==> src/rtl/arcade_input_ctrl.sv <==
// arcade_input_ctrl: merges PS/2 keys and joystick words into player inputs.
// Optional: define INPUT_SOCD_EN to cancel opposite directions per player.
module arcade_input_ctrl #(
  parameter int PLAYERS    = 2,
  parameter int BUTTONS    = 3,
  parameter int COIN_PULSE = 1920000,
  parameter int DIP_BANKS  = 8
) (
  input  logic                           clk,
  input  logic                           reset,
  input  logic [10:0]                    ps2_key,
  input  logic [PLAYERS*(7+BUTTONS)-1:0] joystick,
  input  logic                           ioctl_wr,
  input  logic [7:0]                     ioctl_index,
  input  logic [24:0]                    ioctl_addr,
  input  logic [7:0]                     ioctl_data,
  output logic [PLAYERS*4-1:0]           joy,
  output logic [PLAYERS*BUTTONS-1:0]     buttons,
  output logic [PLAYERS-1:0]             start,
  output logic [PLAYERS-1:0]             coin,
  output logic                           pause,
  output logic [DIP_BANKS*8-1:0]         dip
);

  localparam int JW = 7 + BUTTONS;
  localparam int CW = (COIN_PULSE > 1) ? $clog2(COIN_PULSE) : 1;
  localparam logic [CW-1:0] RELOAD = CW'(COIN_PULSE - 1);

  typedef enum logic [2:0] {
    K_NONE, K_DIR, K_BTN, K_START, K_COIN, K_PAUSE
  } kind_e;

  typedef struct packed {
    kind_e      kind;
    logic [1:0] pl;
    logic [2:0] ix;
  } kmap_t;

  // Scan code to (kind, player, index); dir index is the joy bit position.
  function automatic kmap_t kmap(input logic [7:0] code);
    kmap_t m;
    m = '{K_NONE, 2'd0, 3'd0};
    case (code)
      8'h75: m = '{K_DIR, 2'd0, 3'd3};
      8'h72: m = '{K_DIR, 2'd0, 3'd2};
      8'h74: m = '{K_DIR, 2'd0, 3'd1};
      8'h6B: m = '{K_DIR, 2'd0, 3'd0};
      8'h14: m = '{K_BTN, 2'd0, 3'd0};
      8'h11: m = '{K_BTN, 2'd0, 3'd1};
      8'h29: m = '{K_BTN, 2'd0, 3'd2};
      8'h12: m = '{K_BTN, 2'd0, 3'd3};
      8'h1A: m = '{K_BTN, 2'd0, 3'd4};
      8'h22: m = '{K_BTN, 2'd0, 3'd5};
      8'h21: m = '{K_BTN, 2'd0, 3'd6};
      8'h2A: m = '{K_BTN, 2'd0, 3'd7};
      8'h16: m = '{K_START, 2'd0, 3'd0};
      8'h2E: m = '{K_COIN, 2'd0, 3'd0};
      8'h4D: m = '{K_PAUSE, 2'd0, 3'd0};
      8'h2D: m = '{K_DIR, 2'd1, 3'd3};
      8'h2B: m = '{K_DIR, 2'd1, 3'd2};
      8'h34: m = '{K_DIR, 2'd1, 3'd1};
      8'h23: m = '{K_DIR, 2'd1, 3'd0};
      8'h1C: m = '{K_BTN, 2'd1, 3'd0};
      8'h1B: m = '{K_BTN, 2'd1, 3'd1};
      8'h15: m = '{K_BTN, 2'd1, 3'd2};
      8'h1D: m = '{K_BTN, 2'd1, 3'd3};
      8'h24: m = '{K_BTN, 2'd1, 3'd4};
      8'h2C: m = '{K_BTN, 2'd1, 3'd5};
      8'h35: m = '{K_BTN, 2'd1, 3'd6};
      8'h3C: m = '{K_BTN, 2'd1, 3'd7};
      8'h1E: m = '{K_START, 2'd1, 3'd0};
      8'h36: m = '{K_COIN, 2'd1, 3'd0};
      8'h26: m = '{K_START, 2'd2, 3'd0};
      8'h3D: m = '{K_COIN, 2'd2, 3'd0};
      8'h25: m = '{K_START, 2'd3, 3'd0};
      8'h3E: m = '{K_COIN, 2'd3, 3'd0};
      default: m = '{K_NONE, 2'd0, 3'd0};
    endcase
    return m;
  endfunction

  logic               tog;
  logic [3:0]         kdir [PLAYERS];
  logic [BUTTONS-1:0] kbtn [PLAYERS];
  logic [PLAYERS-1:0] kst;
  logic [PLAYERS-1:0] kcn;
  logic               kps;
  kmap_t              km;
  logic               ev;
  logic               unused_ext;

  assign km         = kmap(ps2_key[7:0]);
  assign ev         = ps2_key[10] != tog;
  assign unused_ext = ps2_key[8];

  // Key state registers, updated on each toggle event.
  always_ff @(posedge clk) begin
    if (reset) begin
      tog <= ps2_key[10];
      kst <= '0;
      kcn <= '0;
      kps <= 1'b0;
      for (int p = 0; p < PLAYERS; p++) begin
        kdir[p] <= '0;
        kbtn[p] <= '0;
      end
    end else begin
      tog <= ps2_key[10];
      if (ev) begin
        for (int p = 0; p < PLAYERS; p++) begin
          if (km.pl == 2'(p)) begin
            unique case (km.kind)
              K_DIR:   kdir[p][km.ix[1:0]] <= ps2_key[9];
              K_BTN: begin
                for (int b = 0; b < BUTTONS; b++)
                  if (km.ix == 3'(b)) kbtn[p][b] <= ps2_key[9];
              end
              K_START: kst[p] <= ps2_key[9];
              K_COIN:  kcn[p] <= ps2_key[9];
              default: ;
            endcase
          end
        end
        if (km.kind == K_PAUSE) kps <= ps2_key[9];
      end
    end
  end

  logic [PLAYERS*4-1:0]       dir_raw;
  logic [PLAYERS*BUTTONS-1:0] btn_raw;
  logic [PLAYERS-1:0]         st_raw;
  logic [PLAYERS-1:0]         cn_raw;
  logic                       ps_raw;

  // Merge key state with joystick bits into raw per-player sources.
  always_comb begin
    dir_raw = '0;
    btn_raw = '0;
    st_raw  = '0;
    cn_raw  = '0;
    ps_raw  = kps;
    for (int p = 0; p < PLAYERS; p++) begin
      dir_raw[p*4 +: 4] = kdir[p] | {joystick[p*JW+3],
                                     joystick[p*JW+2],
                                     joystick[p*JW+0],
                                     joystick[p*JW+1]};
`ifdef INPUT_SOCD_EN
      if (dir_raw[p*4+3] && dir_raw[p*4+2])
        dir_raw[p*4+2 +: 2] = 2'b00;
      if (dir_raw[p*4+1] && dir_raw[p*4+0])
        dir_raw[p*4 +: 2] = 2'b00;
`endif
      btn_raw[p*BUTTONS +: BUTTONS] =
        kbtn[p] | joystick[p*JW+4 +: BUTTONS];
      st_raw[p] = kst[p] | joystick[p*JW+4+BUTTONS];
      cn_raw[p] = kcn[p] | joystick[p*JW+5+BUTTONS];
      ps_raw    = ps_raw | joystick[p*JW+6+BUTTONS];
    end
  end

  logic [PLAYERS-1:0] cn_q;
  logic               ps_q;
  logic [CW-1:0]      cnt [PLAYERS];

  // Output registers, coin stretch counters and pause toggle.
  always_ff @(posedge clk) begin
    if (reset) begin
      joy     <= '0;
      buttons <= '0;
      start   <= '0;
      coin    <= '0;
      pause   <= 1'b0;
      cn_q    <= '0;
      ps_q    <= 1'b0;
      for (int p = 0; p < PLAYERS; p++) cnt[p] <= '0;
    end else begin
      joy     <= dir_raw;
      buttons <= btn_raw;
      start   <= st_raw;
      cn_q    <= cn_raw;
      ps_q    <= ps_raw;
      if (ps_raw && !ps_q) pause <= !pause;
      for (int p = 0; p < PLAYERS; p++) begin
        if (cn_raw[p] && !cn_q[p])
          cnt[p] <= RELOAD;
        else if (cnt[p] != '0)
          cnt[p] <= cnt[p] - CW'(1);
        coin[p] <= cn_raw[p] | (cnt[p] != '0);
      end
    end
  end

  logic [DIP_BANKS*8-1:0] dip_q = '0;

  // DIP banks survive reset; only menu downloads change them.
  always_ff @(posedge clk) begin
    if (ioctl_wr && ioctl_index == 8'd254) begin
      for (int n = 0; n < DIP_BANKS; n++)
        if (ioctl_addr == 25'(n)) dip_q[n*8 +: 8] <= ioctl_data;
    end
  end

  assign dip = dip_q;

endmodule

==> config.mk <==
export PLATFORM = sky130hd
export DESIGN_NAME = arcade_input_ctrl
export DESIGN_NICKNAME = d
export VERILOG_FILES = /design/src/rtl/arcade_input_ctrl.sv
export SDC_FILE = /design/constraint.sdc
export NUM_CORES = 1
export LEC_CHECK = 0
export CORE_MARGIN = 2
export CORE_UTILIZATION = 45
export DETAILED_ROUTE_END_ITERATION = 10
export PLACE_DENSITY = 0.72
export SYNTH_ARGS = -nofsm -noshare
export SYNTH_HDL_FRONTEND = slang
export SYNTH_SLANG_ARGS = --single-unit
==> constraint.sdc <==
create_clock -name clk -period 3.8 [get_ports clk]
set_input_delay 0.76 -clock clk [delete_from_list [all_inputs] [get_ports clk]]
set_output_delay 0.76 -clock clk [all_outputs]
set_load 0.02 [all_outputs]
## Word-level counts from Yosys, hierarchy flattened

Memories as Yosys holds them, arrays and structs flattened.
Cells that the tools add are included.

| word-level totals | value |
|---|---|
| ROM bits | 1024 |
| word-level logic and storage cells | 179 |
| memory bits (writable) | 56 |
| memories kept | 4 |
| register bits after elaboration | 92 |

| cells by class | value |
|---|---|
| multiplexer cells | 76 |
| bitwise gates (word level) | 30 |
| magnitude comparators | 2 |
| reductions and logical operators | 27 |
| add/subtract/negate cells | 2 |
| equality and inequality tests | 17 |

Memory list:

| memory | depth | width | rd ports | clocked after Yosys merged registers in | wr ports | RTL line | RTL |
|---|---|---|---|---|---|---|---|
| (no name shown) | 128 | 8 | 1 | 0 | 0 | 43 | `case (code)` |
| cnt | 2 | 21 | 2 | 0 | 2 | 163 | `logic [CW-1:0] cnt [PLAYERS];` |
| kdir | 2 | 4 | 2 | 0 | 2 | 83 | `logic [3:0] kdir [PLAYERS];` |
| kbtn | 2 | 3 | 2 | 0 | 2 | 84 | `logic [BUTTONS-1:0] kbtn [PLAYERS];` |

Operators with widths:

| kind | number |
|---|---|
| equality test 25 x 3 -> 1 bit (second input constant) | 4 |
| 2-to-1 mux 21 bit | 4 |
| 2-to-1 mux 1 bit | 68 |
| equality test 25 x 2 -> 1 bit (second input constant) | 2 |
| nonzero test 21 bit | 2 |
| subtractor 21 x 1 -> 21 bit (second input constant) | 2 |
| bitwise OR 1 bit | 26 |
| equality test 25 x 1 -> 1 bit (second input constant) | 1 |
| logical NOT 25 bit | 1 |
| AND reduction 2 bit | 9 |
| AND reduction 3 bit | 4 |
| equality test 3 x 2 -> 1 bit (second input constant) | 3 |
| equality test 8 bit (second input constant) | 1 |
| 2-to-1 mux 4 bit | 2 |
| 2-to-1 mux 8 bit | 1 |
| bitwise OR 4 bit | 2 |
| equality test 3 x 1 -> 1 bit (second input constant) | 2 |
| equality test 3 bit (second input constant) | 2 |
| bitwise OR 3 bit | 2 |
| logical AND 1 bit | 5 |
| logical NOT 1 bit | 4 |
| logical NOT 3 bit | 1 |
| less-than comparator 2 x 3 -> 1 bit (second input constant) | 1 |
| demux 1 bit (select 2 bit) | 1 |
| 4 further kinds | 4 |

## Longest topological paths before layout

An unclocked memory read counts as a cell.

| depth | value |
|---|---|
| word-level depth | 10 |
| gate-level depth with buffers | 10 |
| gate-level depth less buffers | 8 |

## Worst setup path after synthesis

Ideal clock, no wire load.

| timing | value |
|---|---|
| kind | input port to flip-flop |
| start | in ps2_key[0] |
| end | mem kbtn[0][0] (data pin) |
| data arrival time | 2.794 ns |
| setup slack | 0.756 ns |
| buffers on the path | 0 |
| stages | 8 |
| data required time | 3.550 ns |
| library setup time | 0.250 ns |
| cell sequence | inv_1 > ha_1 > mux2_2 > a2111oi_0 > a211oi_1 > nand2_1 > nor3b_2 > nor4b_1 |

RTL lines:

| what | RTL line | RTL |
|---|---|---|
| start: declaration | 11 | `input logic [10:0] ps2_key,` |
| end: declaration | 84 |  |

==> results by group <==
Synthesis
  • Compound-Gate Fraction of Synth Area: 0.1035
  • Largest family of logic cells by synthesized area: simple AND/OR/NAND/NOR gates
  • Average cell area after synthesis: 12.34 sq um
  • Simple-gate portion of the synthesized area: 0.1690
  • Synth Warn #: 0
  • Number of distinct library cells after synthesis: 68
  • Number of synthesized flops with an enable pin: 120
  • Biggest area consumer among synthesized cells: sky130_fd_sc_hd__edfxtp_1
  • Cell Area, Synth: about 0.0066 sq mm
  • XOR/XNOR Fraction of Synth Area: 0.04276
  • Cells after synthesis: 531
  • Fraction of post-synthesis cell area in the top cell type by area: 0.5498
  • Post-synthesis sequential area ratio: 0.6354
  • Synthesized Nets: roughly 610
  • Post-synthesis mux area share: 0.01260
  • Most used flip-flop cell after synthesis: sky130_fd_sc_hd__edfxtp_1
  • Top post-synthesis cells by area: sky130_fd_sc_hd__edfxtp_1, sky130_fd_sc_hd__dfxtp_1, sky130_fd_sc_hd__nor2_1
  • FFs w/ async S/R, synth: 0
  • Synthesized-area fraction occupied by adder cells: 0.01336
  • Post-synthesis register bit count: 148

Clock network
  • Post-CTS setup-driven buffer insertion count: 0
  • Post-CTS Hold Fix Bufs: 0
  • Resize count post-CTS: 0
  • CTS tree: built
  • Later-pin clock latency in the skew report: 0.42 ns
  • Clock Sinks: 148
  • Number of H-tree levels: 4
  • Register clock-pin slew on the reported worst setup and hold paths: roughly 0.06 ns
  • Clock root cell: sky130_fd_sc_hd__clkbuf_16
  • Clock buffers created by TritonCTS: 17
  • Number of buffers between clock root and the deepest sink: 2

Hold path
  • Worst hold stages: 2
  • Worst Hold End: buttons[4]$_SDFF_PP0_
  • Worst Hold Launch: kbtn[1][1]$_DFFE_PP_
  • Type of the tightest min-delay check: flop to flop

Job
  • Count of max-cap constraint violations: 0

Drt
  • Count of unresolved DRC violations after routing: 0
  • Met1 wire length: 6.328 mm
  • Total length of routed wires: roughly 15 mm
  • Avg WL per Cell: ~16 um
  • Met3 WL: 995 um
  • Number of DRC markers after the initial detailed-route iteration: 310
  • Top routing layer used: met4
  • Detail Route met2 WL: about 7.3 mm
  • Antenna-violating nets left: 0
  • Routed via count divided by cell count: 5.307
  • Detailed-router iteration count before antenna repair: 4
  • Via Count: approximately 4800

Placement
  • Number of placed instances with taps included: 880
  • Final HPWL from detailed placement: 11.05 mm
  • Buffers on Ports: 156
  • GPL Wtd Cong: 0.8598

Global route
  • Largest net degree at the start of global routing: 31
  • Initial antenna violation count: 0
  • Vias in the first global route: 4622
  • Aggregate global-route resource usage: 0.1931
  • Gr ovfl total: 0
  • Wire length of the first global-routing pass: 23.85 mm

Setup path
  • Logic depth of the worst path, buffers included: 11
  • Crit path required time: 3.94 ns
  • Startpoint type of the worst setup path: primary input
  • Worst R2R Setup Slack: 0.74 ns
  • Cell with the largest stage delay on the worst path: sky130_fd_sc_hd__a2111oi_0
  • Dominant cell type by count on the critical path: sky130_fd_sc_hd__buf_4
  • Largest stage delay on the critical path: 0.53 ns
  • Startpoint-to-endpoint class of the critical path: primary input to flop
  • R2r startpoint: cnt[0][7]$_SDFFCE_PN0P_
  • Critical Path, Cell by Cell: clkdlybuf4s50_1 -> inv_1 -> ha_1 -> buf_4 -> mux2_2 -> a2111oi_0 -> a211oi_1 -> nand2_1 -> nor3b_2 -> buf_4 -> a31o_2
  • Worst reg-to-reg path cell count: 6
  • Family of cells with the greatest summed delay on the critical path: buffers and inverters
  • Category of the worst setup path capture point: flop
  • FF-to-FF End: cnt[1][6]$_DFFE_PP_
  • Largest fanout of any net on the critical path: 8
  • Arrival time of data at the critical path endpoint: 3.41 ns
  • Number of buffers and inverters on the critical path: 4

Finish
  • # diodes: 0
  • Commonest non-fill, non-tap cell in the layout: sky130_fd_sc_hd__clkdlybuf4s50_1
  • Number of fill cells in the layout: 1086
  • Count of placed standard cells in the final layout, fillers left out: ~900
  • Relative area change from synthesis to final layout: 38.01%
  • Nets: between 700 and 800
  • Share of layout cells above drive strength 1: 0.1305
  • Commonest cells after routing, fill and taps aside: sky130_fd_sc_hd__clkdlybuf4s50_1, sky130_fd_sc_hd__edfxtp_1, sky130_fd_sc_hd__nor2_1

Floorplanning
  • Core Box Area: 0.01437 sq mm
  • Die boundary width: 124.7 um
  • Top-level I/O count: 158
  • Die Y-Extent: between 100 and 150 um
  • Area of the die: 0.01555 sq mm
  • Initial Util: 0.4561
  • Row count: between 40 and 50

STA
  • Peak clock frequency supported by timing: 305.6 MHz
  • Largest clock skew in the final design: 0.006388 ns
  • Final critical-path share of the clock period: 0.8611
  • Unrepaired setup endpoints after global routing: no
  • Minimum period implied by the final worst setup slack: 3.272 ns
  • TNS Setup: 0 ns
  • Setup-failing EPs final: 0
  • Max-slew headroom at the worst pin: 0.4951
  • Worst-margin pin slew: 0.7516 ns
  • Number of failing hold endpoints at the final stage: 0
  • Fin. max-slew vios: 0

Run status
  • Outcome: finished clean

Power
  • Areal power density over the cells: approximately 420 mW/mm^2
  • Peak VDD IR: 0.2441 mV
  • Standby leakage power: 3.219 nW
[power breakdown]
group	total [mW]	leakage [nW]	switching (mW)	internal (mW)
Clock	1.62	0.283	0.737	0.881
Sequential	1.85	1.42	0.0415	1.80
Combinational	0.354	1.51	0.175	0.179
Total	3.82	3.22	0.953	2.86
[synth_stat cells (8+ instances only)]
| library cell | instances |
|---|---|
| sky130_fd_sc_hd__xnor2_1 | 23 |
| sky130_fd_sc_hd__nand2_1 | 31 |
| sky130_fd_sc_hd__a21oi_1 | 28 |
| sky130_fd_sc_hd__inv_1 | 15 |
| sky130_fd_sc_hd__clkbuf_1 | 8 |
| sky130_fd_sc_hd__o21ai_0 | 17 |
| sky130_fd_sc_hd__a21oi_2 | 10 |
| sky130_fd_sc_hd__nor2_1 | 73 |
| sky130_fd_sc_hd__xor2_1 | 9 |
| sky130_fd_sc_hd__dfxtp_1 | 28 |
| sky130_fd_sc_hd__nor3_1 | 18 |
| sky130_fd_sc_hd__nor4_1 | 11 |
| sky130_fd_sc_hd__nand2b_1 | 8 |
| sky130_fd_sc_hd__nor2b_1 | 11 |
| sky130_fd_sc_hd__edfxtp_1 | 120 |
[how the worst max path moves through the flow]
| stage | slack [ns] | endpoint | from |
|---|---|---|---|
| 6_report | 0.53 | kbtn[1][2]$_DFFE_PP_ | ps2_key[0] |
| 5_1_grt | 0.33 | kdir[0][4]$_DFFE_PP_ | ps2_key[0] |
| 4_1_cts | 0.52 | kbtn[1][2]$_DFFE_PP_ | ps2_key[0] |
| 2_1_floorplan | 0.76 | kbtn[0][0]$_DFFE_PP_ | ps2_key[0] |
| 3_5_place_dp | 0.07 | kdir[0][3]$_DFFE_PP_ | ps2_key[0] |
| 3_3_place_gp | 0.08 | kbtn[0][1]$_DFFE_PP_ | ps2_key[0] |
[layout make-up]
cell class	instances	area (sq um)	area share
clock inverter	15	163.9	0.01812
multi-input combinational	350	2241	0.2478
clock buffer	17	425.4	0.04703
tap	184	230.2	0.02545
inverter	15	56.30	0.006225
sequential	148	4164	0.4604
timing repair buffer	183	1764	0.1950
[registers in the layout, indices dropped and copies added, names as in the netlist, 6 cells and up]
signal / flops
joy: 8
kdir: 8
buttons: 6
kbtn: 6
cnt: 42
dip: 64
[per-stage QoR]
step,total power [mW],utilization,hold slack (ns),instance area (sq um),worst slack (ns)
CTS,3.850,0.6295,0.4546,9045,0.5190
floorplan,2.063,-,0.4279,6554,0.7556
finish,3.817,0.6295,0.4500,9045,0.5277
global route,3.963,0.6295,0.4680,9045,0.3345
global placement,2.221,0.5885,0.4405,8456,0.07785
detailed placement,2.233,0.5885,0.4398,8456,0.06940
[worst reg2reg max path: stages (launching register included)]
cell and delay (ns):
sky130_fd_sc_hd__edfxtp_1 0.45, sky130_fd_sc_hd__or4_1 0.63, sky130_fd_sc_hd__nor4_2 0.33, sky130_fd_sc_hd__nand3_1 0.23, sky130_fd_sc_hd__o31ai_4 0.69, sky130_fd_sc_hd__and2_4 0.41, sky130_fd_sc_hd__a31oi_1 0.07
[logic make-up after synthesis]
kind of cell / after synthesis
AND/OR/NAND/NOR: 204
flip-flops: 148
AO/OA/AOI/OAI: 99
buffers and inverters: 33
XOR/XNOR: 32
multiplexers: 8
adder cells (fa/ha/maj): 7
[routing by layer]
layer  GRT usage  vias to the layer above
met5           0                        -
met1      0.2382                     2285
li1            -                     2358
met4     0.06411                        0
met2      0.3211                      179
met3     0.06314                       18
(Power assumes the default switching activity.)
